[src/rtl/fpu_norm_round.sv]
// fpu_norm_round
//   Normalise/round stage that sits after the FPU add/sub datapath.
//   It takes an unnormalised mantissa with carry, hidden, fraction and round bits,
//   plus the upstream sticky bit. It normalises the mantissa one shift per clock,
//   rounds to nearest-even and emits the packed result with a one-cycle done pulse.
//   Packed format: [31] sign, [30:26] exponent (bias 15), [25:0] fraction, hidden 1.
//   Exponent 0 encodes zero (there are no subnormals); exponent 31 encodes infinity.
//
// Handshake: start_in is a one-sided valid with no ready.
//   It is sampled only while the FSM is in IDLE; while busy_out is high it is ignored.
//   done_out is a one-cycle valid for data_out/status_out, and those hold until the next done.
//
// Ports
//   clock100KHz  system clock, rising edge
//   reset        synchronous, active-low
//   start_in     operand valid (IDLE only)
//   sign_in      result sign
//   exp_in       unnormalised exponent
//   raw_mant_in  [28] carry, [27] hidden, [26:1] fraction, [0] round bit
//   sticky_in    OR of bits shifted out upstream
//   busy_out     high in NORM and ROUND
//   done_out     one-cycle result strobe
//   data_out     packed result
//   status_out   one-hot {UNDERFLOW, OVERFLOW, INEXACT, EXACT}
//   state_dbg    current FSM state encoding, for observation only
module fpu_norm_round #(
  parameter int EXP_W   = 5,
  parameter int MAN_W   = 26,
  parameter int EXP_MAX = 30
) (
  input  logic               clock100KHz,
  input  logic               reset,
  input  logic               start_in,
  input  logic               sign_in,
  input  logic [EXP_W-1:0]   exp_in,
  input  logic [MAN_W+2:0]   raw_mant_in,
  input  logic               sticky_in,
  output logic               busy_out,
  output logic               done_out,
  output logic [31:0]        data_out,
  output logic [3:0]         status_out,
  output logic [1:0]         state_dbg
);

  localparam int MW = MAN_W + 3;   // carry + hidden + fraction + round
  localparam int EW = EXP_W + 1;   // one guard bit so increments/decrements never wrap silently

  typedef enum logic [1:0] {
    IDLE  = 2'd0,
    NORM  = 2'd1,
    ROUND = 2'd2
  } state_t;

  state_t          state, state_n;
  logic [MW-1:0]   mant, mant_n;
  logic [EW-1:0]   exp_q, exp_n;
  logic            sticky, sticky_n;
  logic            sign_q, sign_n;
  logic            ovf_q, ovf_n;
  logic            unf_q, unf_n;
  logic            zero_q, zero_n;
  logic            done_n;
  logic [31:0]     data_n;
  logic [3:0]      status_n;

  // Rounding terms, only consumed in ROUND.
  logic            inc;
  logic [MW-1:0]   rnd;
  logic            carry;
  logic [EW-1:0]   exp_r;
  logic [MAN_W-1:0] frac_r;
  logic            inexact;

  // Round-to-nearest-even: increment at bit1 when the round bit is set and
  // either something below it was lost or the kept LSB is odd.
  assign inc     = mant[0] & (sticky | mant[1]);
  assign rnd     = mant + {{(MW-2){1'b0}}, inc, 1'b0};
  assign carry   = rnd[MW-1];
  assign exp_r   = exp_q + {{EXP_W{1'b0}}, carry};
  // A carry out of the hidden bit means the mantissa became exactly 2.0.
  assign frac_r  = carry ? '0 : rnd[MAN_W:1];
  assign inexact = mant[0] | sticky;

  assign busy_out  = (state != IDLE);
  assign state_dbg = state;

  always_ff @(posedge clock100KHz) begin
    if (!reset) begin
      state      <= IDLE;
      mant       <= '0;
      exp_q      <= '0;
      sticky     <= 1'b0;
      sign_q     <= 1'b0;
      ovf_q      <= 1'b0;
      unf_q      <= 1'b0;
      zero_q     <= 1'b0;
      done_out   <= 1'b0;
      data_out   <= '0;
      status_out <= '0;
    end else begin
      state      <= state_n;
      mant       <= mant_n;
      exp_q      <= exp_n;
      sticky     <= sticky_n;
      sign_q     <= sign_n;
      ovf_q      <= ovf_n;
      unf_q      <= unf_n;
      zero_q     <= zero_n;
      done_out   <= done_n;
      data_out   <= data_n;
      status_out <= status_n;
    end
  end

  always_comb begin
    state_n  = state;
    mant_n   = mant;
    exp_n    = exp_q;
    sticky_n = sticky;
    sign_n   = sign_q;
    ovf_n    = ovf_q;
    unf_n    = unf_q;
    zero_n   = zero_q;
    done_n   = 1'b0;
    data_n   = data_out;
    status_n = status_out;

    case (state)
      IDLE: begin
        if (start_in) begin
          mant_n   = raw_mant_in;
          exp_n    = {1'b0, exp_in};
          sticky_n = sticky_in;
          sign_n   = sign_in;
          ovf_n    = 1'b0;
          unf_n    = 1'b0;
          zero_n   = 1'b0;
          state_n  = NORM;
        end
      end

      NORM: begin
        if (mant == '0) begin
          zero_n  = 1'b1;
          state_n = ROUND;
        end else if (mant[MW-1]) begin
          mant_n   = mant >> 1;
          sticky_n = sticky | mant[0];
          exp_n    = exp_q + 1'b1;
          if (exp_q >= EW'(EXP_MAX)) begin
            ovf_n   = 1'b1;
            state_n = ROUND;
          end
        end else if (!mant[MW-2]) begin
          mant_n = mant << 1;
          exp_n  = exp_q - 1'b1;
          // Decrementing from 1 would land on the zero encoding.
          if (exp_q <= EW'(1)) begin
            unf_n   = 1'b1;
            state_n = ROUND;
          end
        end else begin
          state_n = ROUND;
        end
      end

      ROUND: begin
        done_n  = 1'b1;
        state_n = IDLE;
        if (ovf_q) begin
          data_n   = {sign_q, {EXP_W{1'b1}}, {MAN_W{1'b0}}};
          status_n = 4'b0100;
        end else if (unf_q) begin
          data_n   = {sign_q, {EXP_W{1'b0}}, {MAN_W{1'b0}}};
          status_n = 4'b1000;
        end else if (zero_q) begin
          data_n   = {sign_q, {EXP_W{1'b0}}, {MAN_W{1'b0}}};
          status_n = 4'b0001;
        end else if (exp_r > EW'(EXP_MAX)) begin
          data_n   = {sign_q, {EXP_W{1'b1}}, {MAN_W{1'b0}}};
          status_n = 4'b0100;
        end else begin
          data_n   = {sign_q, exp_r[EXP_W-1:0], frac_r};
          status_n = inexact ? 4'b0010 : 4'b0001;
        end
      end

      default: begin
        state_n = IDLE;
      end
    endcase
  end

endmodule

[config.mk]
export PLATFORM = sky130hd
export DESIGN_NAME = fpu_norm_round
export DESIGN_NICKNAME = d
export VERILOG_FILES = /design/src/rtl/fpu_norm_round.sv
export SDC_FILE = /design/constraint.sdc
export NUM_CORES = 1
export LEC_CHECK = 0
export CORE_MARGIN = 10
export CORE_UTILIZATION = 58
export DETAILED_ROUTE_END_ITERATION = 16
export GPL_TIMING_DRIVEN = 0
export PLACE_DENSITY = 0.87
export RECOVER_POWER = 25
export SETUP_SLACK_MARGIN = 0.5
export SYNTH_ARGS = -nofsm -noshare
export SYNTH_HDL_FRONTEND = slang
export SYNTH_SLANG_ARGS = --single-unit
[constraint.sdc]
create_clock -name clock100KHz -period 5.8 [get_ports clock100KHz]
set_input_delay 0.58 -clock clock100KHz [delete_from_list [all_inputs] [get_ports clock100KHz]]
set_output_delay 0.58 -clock clock100KHz [all_outputs]
set_load 0.01 [all_outputs]
==> results of run 1 <==
## cells by family (layout without fill, tap and decap cells)
kind of cell               after synthesis  in the layout  share of synthesized area
and+or+nand+nor                        212            212                      0.239
AOI/OAI and AO/OA                      219            219                      0.271
buffers and inverters                   65            159                     0.0664
adders and majority gates                8              8                     0.0217
DFF                                     79             79                      0.343
muxes                                    2              2                    0.00434
xor gates and xnor gates                29             29                     0.0550
## layer usage
metal,vias to the layer above,track usage,routed length (um)
li1,2355,-,-
met4,0,0.0883,358
met1,2289,0.293,5740
met3,36,0.0590,1560
met2,285,0.386,6730
met5,-,0,0
## cell usage after synthesis (11+ instances only)
| library cell | n |
|---|---|
| a21oi_1 | 77 |
| clkbuf_1 | 31 |
| dfxtp_1 | 79 |
| nand2_1 | 83 |
| nand3_1 | 20 |
| nor2_1 | 28 |
| nor3_1 | 11 |
| nor3b_1 | 26 |
| o21ai_0 | 96 |
| o21ai_1 | 13 |
| xnor2_1 | 21 |
## worst max-delay path by stage
stage	slack, ns	cells after the start	from	endpoint
floorplan	2.81	14	mant[10]	data_out[0]
global placement	2.20	13	mant[21]	data_out[25]
detailed placement	2.16	13	mant[21]	data_out[25]
CTS	2.11	13	mant[21]	data_out[13]
global route	1.89	13	mant[9]	data_out[23]
finish	2.07	13	mant[9]	data_out[13]
## where the power goes
group | total [mW] | internal, mW | switching [mW]
Combinational | 0.458 | 0.181 | 0.276
Clock | 0.382 | 0.167 | 0.215
Sequential | 0.637 | 0.585 | 0.0521
## placed cells by master (no fill, tap or decap), types with 3 or more instances in the layout
cell / count
o21ai_0: 96
nand2_1: 83
dfxtp_1: 79
a21oi_1: 77
clkdlybuf4s50_1: 51
clkbuf_1: 32
nor2_1: 28
dlygate4sd3_1: 27
nor3b_1: 26
xnor2_1: 21
nand3_1: 20
o21ai_1: 13
inv_1: 11
nor3_1: 11
o21ai_2: 10
clkbuf_8: 10
buf_2: 8
xor2_1: 8
ha_1: 8
nor4_1: 7
nand4_1: 6
and4_1: 5
or3_1: 5
buf_1: 4
buf_4: 4
buf_6: 4
nor2b_1: 3
a211oi_1: 3
and3_1: 3
a31oi_1: 3
## through the flow
step                setup WS [ns]  std cells  power [mW]   util
floorplan                    2.81        614       0.939      -
detailed placement           2.16        794        1.09  0.715
CTS                          2.11        810        1.47  0.738
global placement             2.20        794        1.08  0.715
global route                 1.89        810        1.55  0.738
finish                       2.07        810        1.48  0.738
## registers in the layout, summed over array words and instances (netlist names), 2 cells and up
register and count:
data_out 32, exp_q 6, state_dbg 2, mant 29, status_out 4
## layout make-up
| class | instances | share of cell area |
|---|---|---|
| flip-flops and latches | 79 | 0.277 |
| plain buffers | 54 | 0.0465 |
| well taps | 102 | 0.0224 |
| inverters | 11 | 0.00724 |
| repair buffers | 78 | 0.137 |
| clock buffers | 11 | 0.0248 |
| multi-input cells | 470 | 0.479 |
| clock inverters | 5 | 0.00593 |
## worst min-delay path, cell delays in order (launching register included)
cell and delay [ns]:
dfxtp_1 0.31, nand2_1 0.05, o21ai_1 0.05
==> summary.txt, run 1 <==
Outcome
  – Status: finished, final reports clean

Worst setup path
  – Reg2Reg Depth: 13
  – CP Launch Type: flop
  – Worst EP arrival: 3.97 ns
  – Worst r2r src: mant[9]
  – CP Capture Type: flop
  – Reg-to-Reg End: data_out[13]
  – CP max FO: 10
  – Most used cell, CP: ha_1
  – R2r setup slk: 2.07 ns
  – Crit-path max cell delay: 0.59 ns
  – Crit path cell chain: and4_4, nand2_1, or4_4, nor2_1, xnor2_1, ha_1, ha_1, xor2_1, nand4_1, o211a_1, nand3_1, buf_2, o21ai_1
  – Worst Path Required: 6.04 ns
  – CP Buf/Inv Count: 1
  – Crit-path slowest cell: or4_4
  – Crit Path Class: flop to flop
  – Top Family by Delay on Critical Path: simple AND/OR/NAND/NOR gates

Clocking
  – Setup repair bufs after CTS: 0
  – CTS max path bufs: 2
  – Clock Tree Root: clkbuf_8
  – CTS tree: built
  – Hold bufs inserted after CTS: 0
  – CTS Buf Count: 9
  – Clock sinks: 79
  – PostCTS Resize Cnt: 0
  – Clock slew at reported path FFs: 0.09 ns
  – H-tree lvl count: 3
  – Clock Latency Late Sink: 0.36 ns

Run
  – Max-cap check violation count: 0

Yosys
  – Synthesis Warnings: 0
  – Avg Inst Size Synth: 7.52 um2
  – Post-synth cell types: 57
  – Prevailing post-synth register cell: dfxtp_1
  – Sequential area share after synthesis: 0.343
  – Post-Syn Instances: 614
  – Synth top area cells: dfxtp_1 34%, o21ai_0 10%, a21oi_1 8.3%
  – Leading area contributor after synthesis: dfxtp_1
  – Fraction of post-synthesis cell area in the top cell type by area: 0.343
  – Number of flops mapped to enable cells by yosys: 0
  – Net Count, Synth: 661
  – Seq cells post-synth: 79
  – Async SR Flop Fraction: 0
  – Synthesized area: 0.00462 mm2

Floorplan
  – Top Ports: 79
  – Die Area: 0.0119 mm2
  – Chip width: 109 um
  – Starting Density: 0.597
  – Rows: 32
  – Die Y: 109 um
  – Core Footprint: 0.00773 mm2

Worst hold path
  – Min-delay src: data_out[17]
  – Hold worst-path end: data_out[17]
  – WHS Path Cells: 2
  – Worst min path class: flop to flop

Layout
  – Layout cells sized above 1: 0.0763
  – # nets final: 750
  – P&R area growth vs syn: 23.5%
  – Multi-input gate area: 0.00273 mm2
  – Fillers: 643
  – Design area: 0.00570 mm2
  – N_diodes: 0
  – Register area: 0.00158 mm2

Timing
  – Fmax: 268 MHz
  – Final slew viol count: 0
  – RSZ-0062 raised after global routing: false
  – Hold slack: 0.444 ns
  – Final Hold Vio Count: 0
  – Fin crit share: 0.644
  – Clock Skew: 0.0141 ns
  – Total negative slack: 0 ns
  – Slew @ Worst Pin: 1.03 ns
  – Relative slew slack: 0.312
  – Post-layout minimum cycle time: 3.73 ns
  – Final setup fails: 0

Pwr
  – PwrDens: 259 mW/mm2
  – P_leak: 2.04 nW
  – Maximum vdd drop: 0.000140 V

Global route
  – Vias in the first global route: 4624
  – Initial antenna violation count: 0
  – Pin count of the biggest net entering global routing: 14
  – Total GRT Usage: 0.236
  – GRT Residual Overflow: 0
  – First-pass GRT wire length: 22800 um

Detailed routing
  – Detail Route Antenna Nets: 0
  – Routed Wire Length: 14400 um
  – Via density: 6.13
  – Post-DR wirelength/cell: 17.8 um
  – Drt pass-1 iters: 6
  – Via count: 4965
  – Drt initial violations: 474
  – Remaining DRCs: 0

Place
  – PortBufs: 78
  – Placed inst area: 0.00552 mm2
  – GPL Wtd Cong: 0.970
  – Hpwl dp: 10500 um
(Power assumes the default switching activity.)
==> run 2: changes to the inputs <==
Settings changed: CORE_UTILIZATION 58 to 48, PLACE_DENSITY 0.87 to 0.77.
Clock period 5.8 ns to 3 ns, I/O delays scaled along.
==> run 2 against run 1 <==
Register-to-register slack got worse by 2.2 ns. Sequential share of layout area is 1.4 points lower. First-iteration DRC count increased by 18%. Critical endpoint is now data_out[16]. Worst setup slack lost 2.2 ns. Largest cell class unchanged. Global-route usage decreased by 3.2 points. Clock power grew 89%. The run now ends with setup timing left. Clock skew decreased by 0.0035 ns. Worst hold slack improved by 0.0016 ns. Fmax increased by 18%.
==> summary.txt, run 2 (same netlist as run 1, synthesis figures left out) <==
Outcome
  – Status: complete, but fails checks
  – Violated checks: setup timing

Worst setup path
  – CP Capture Type: flop
  – Most used cell, CP: buf_6
  – Reg-to-Reg End: data_out[16]
  – Crit path cell chain: buf_6, and4_1, buf_6, nand3_4, or4_4, nor2_4, xnor2_2, ha_1, nand3_1, xor2_2, o211a_4, o2111ai_4, buf_16, o21ai_2
  – CP max FO: 5 (-5)
  – R2r setup slk: -0.16 ns (-2.23 ns)
  – Worst r2r src: mant[3]
  – Worst EP arrival: 3.44 ns (-0.53 ns)
  – Worst Path Required: 3.28 ns (-2.76 ns)
  – CP Buf/Inv Count: 3 (+2)
  – Top Family by Delay on Critical Path: simple AND/OR/NAND/NOR gates
  – Reg2Reg Depth: 14 (+1)
  – CP Launch Type: flop
  – Crit-path slowest cell: or4_4
  – Crit Path Class: flop to flop
  – Crit-path max cell delay: 0.55 ns (-0.04 ns)

Floorplan
  – Die Area: 0.0139 mm2 (+17%)
  – Rows: 35 (+9.4%)
  – Chip width: 118 um (+8.1%)
  – Core Footprint: 0.00928 mm2 (+20%)
  – Top Ports: 79 (unchanged)
  – Starting Density: 0.497 (-0.100)
  – Die Y: 118 um (+8.1%)

Global route
  – Vias in the first global route: 4883 (+5.6%)
  – GRT Residual Overflow: 0 (unchanged)
  – First-pass GRT wire length: 24000 um (+5.1%)
  – Total GRT Usage: 0.204 (-0.0315)
  – Initial antenna violation count: 0 (unchanged)
  – Pin count of the biggest net entering global routing: 14 (unchanged)

Place
  – PortBufs: 78 (unchanged)
  – Hpwl dp: 10700 um (+1.4%)
  – Placed inst area: 0.00559 mm2 (+1.2%)
  – DP Cell Count: 821 (+3.4%)
  – GPL Wtd Cong: 0.948 (-2.3%)
  – Dpl ws: -0.486 ns (-2.65 ns)

Timing
  – Hold slack: 0.445 ns (+0.00157 ns)
  – Final Hold Vio Count: 0 (unchanged)
  – Setup ws final: -0.159 ns (-2.23 ns)
  – Fin crit share: 1.05 (+0.409)
  – Clock Skew: 0.0106 ns (-0.00347 ns)
  – Post-layout minimum cycle time: 3.16 ns (-0.574 ns)
  – RSZ-0062 raised after global routing: true
  – Relative slew slack: 0.428 (+0.116)
  – Final slew viol count: 0 (unchanged)
  – Slew @ Worst Pin: 0.855 ns (-0.175 ns)
  – Final setup fails: 32 (+32)
  – Total negative slack: -3.94 ns (-3.94 ns)
  – Fmax: 317 MHz (+18%)

Pwr
  – Overall Power: 2.93 mW (+98%)
  – P_leak: 2.17 nW (+6.3%)
  – P_int: 1.86 mW (+100%)
  – Sequential power share: 0.425 (-0.007)
  – Clk pwr share: 0.246 (-0.012)
  – PwrDens: 479 mW/mm2 (+85%)
  – Net Sw Frac: 0.364 (-0.00361)
  – NetSw: 1.07 mW (+96%)
  – Logic pwr share: 0.328 (+0.018)
  – Maximum vdd drop: 0.000234 V (+67%)

Worst hold path
  – Worst min path class: flop to flop
  – Hold worst-path end: data_out[25]
  – WHS Path Cells: 2 (unchanged)
  – Min-delay src: data_out[25]

Layout
  – N_diodes: 0 (unchanged)
  – Biggest register: data_out
  – Largest registers: data_out x32, mant x29, exp_q x6
  – Final design utilization: 0.658 (-0.0792)
  – Layout cells sized above 1: 0.152 (+0.0760)
  – Design area: 0.00611 mm2 (+7.2%)
  – # nets final: 771 (+2.8%)
  – Fillers: 810 (+26%)
  – Largest register FFs: 32 (unchanged)
  – P&R area growth vs syn: 32.4%
  – Most common cell after layout, fill and taps aside: o21ai_0
  – Most frequent cells in the layout: 90 x o21ai_0, 82 x nand2_1, 75 x a21oi_1
  – Finished Layout Cells: 858 (+5.9%)

Run
  – Max-cap check violation count: 0 (unchanged)

Detailed routing
  – Drt initial violations: 557 (+18%)
  – Detail Route Antenna Nets: 0 (unchanged)
  – Post-DR wirelength/cell: 17.5 um (-1.3%)
  – Remaining DRCs: 0 (unchanged)
  – Drt pass-1 iters: 5 (-1)
  – Via count: 5075 (+2.2%)
  – Routed Wire Length: 15000 um (+4.6%)
  – Via density: 5.91 (-3.5%)

Clocking
  – CTS Buf Count: 9 (unchanged)
  – Clock sinks: 79 (unchanged)
  – H-tree lvl count: 3 (unchanged)
  – CTS tree: built
  – Clock Tree Root: clkbuf_8
  – Clock Latency Late Sink: 0.36 ns (about the same)
  – Clock slew at reported path FFs: 0.08 ns (about the same)
  – CTS max path bufs: 2 (unchanged)
==> run 2: cell count changes in the layout (fill, tap and decap cells not counted), moves of 4 or more <==
| cell | before | now |
|---|---|---|
| buf_2 | 8 | 3 |
| buf_4 | 4 | 19 |
| clkdlybuf4s50_1 | 51 | 60 |
| dlygate4sd3_1 | 27 | 18 |
| dfxtp_2 | 0 | 11 |
| buf_6 | 4 | 13 |
| dfxtp_4 | 0 | 4 |
| o21ai_2 | 10 | 14 |
| dfxtp_1 | 79 | 64 |
| o21ai_0 | 96 | 90 |
==> run 2: timing repair <==
item,in CTS,in global routing
setup buffers,15,4
hold buffers,0,0
gates cloned,2,0
endpoints found under the setup margin,34,54
resized for setup,37,16
pin swaps,19,15
==> run 2: power groups by stage <==
stage	sequential [mW]	clock (mW)	combinational [mW]
floorplan	1.24	0	0.586
global placement	1.25	0	0.846
detailed placement	1.26	0	0.868
CTS	1.24	0.731	0.922
global route	1.26	0.773	1.05
finish	1.25	0.721	0.962
==> run 2: layout make-up <==
| cell class | count | area (um2) | area share |
|---|---|---|---|
| plain buffers | 54 | 308 | 0.0504 |
| clock buffers | 11 | 141 | 0.0231 |
| clock inverters | 5 | 33.8 | 0.00553 |
| inverters | 11 | 41.3 | 0.00676 |
| multi-input cells | 470 | 2840 | 0.465 |
| flip-flops and latches | 79 | 1610 | 0.263 |
| well taps | 129 | 161 | 0.0264 |
| repair buffers | 99 | 973 | 0.159 |
==> run 2: worst max path at each step <==
stage	start	to	slack (ns)	depth (start not counted)
floorplan	mant[19]	data_out[26]	0.05	13
global placement	mant[9]	data_out[0]	-0.38	13
detailed placement	mant[9]	data_out[0]	-0.49	13
CTS	mant[0]	data_out[28]	-0.26	14
global route	mant[3]	data_out[28]	-0.30	14
finish	mant[3]	data_out[16]	-0.16	14
==> run 2: worst min-delay path: stages (launching register included) <==
cell	delay (ns)
dfxtp_1	0.31
nand2_1	0.05
o21ai_1	0.05
==> run 2: routing by layer <==
metal	global-route usage	share of wire	vias to the layer above
li1	-	-	2389
met1	0.249	0.40	2354
met2	0.337	0.48	289
met3	0.0436	0.086	43
met4	0.0896	0.035	0
met5	0	0	-
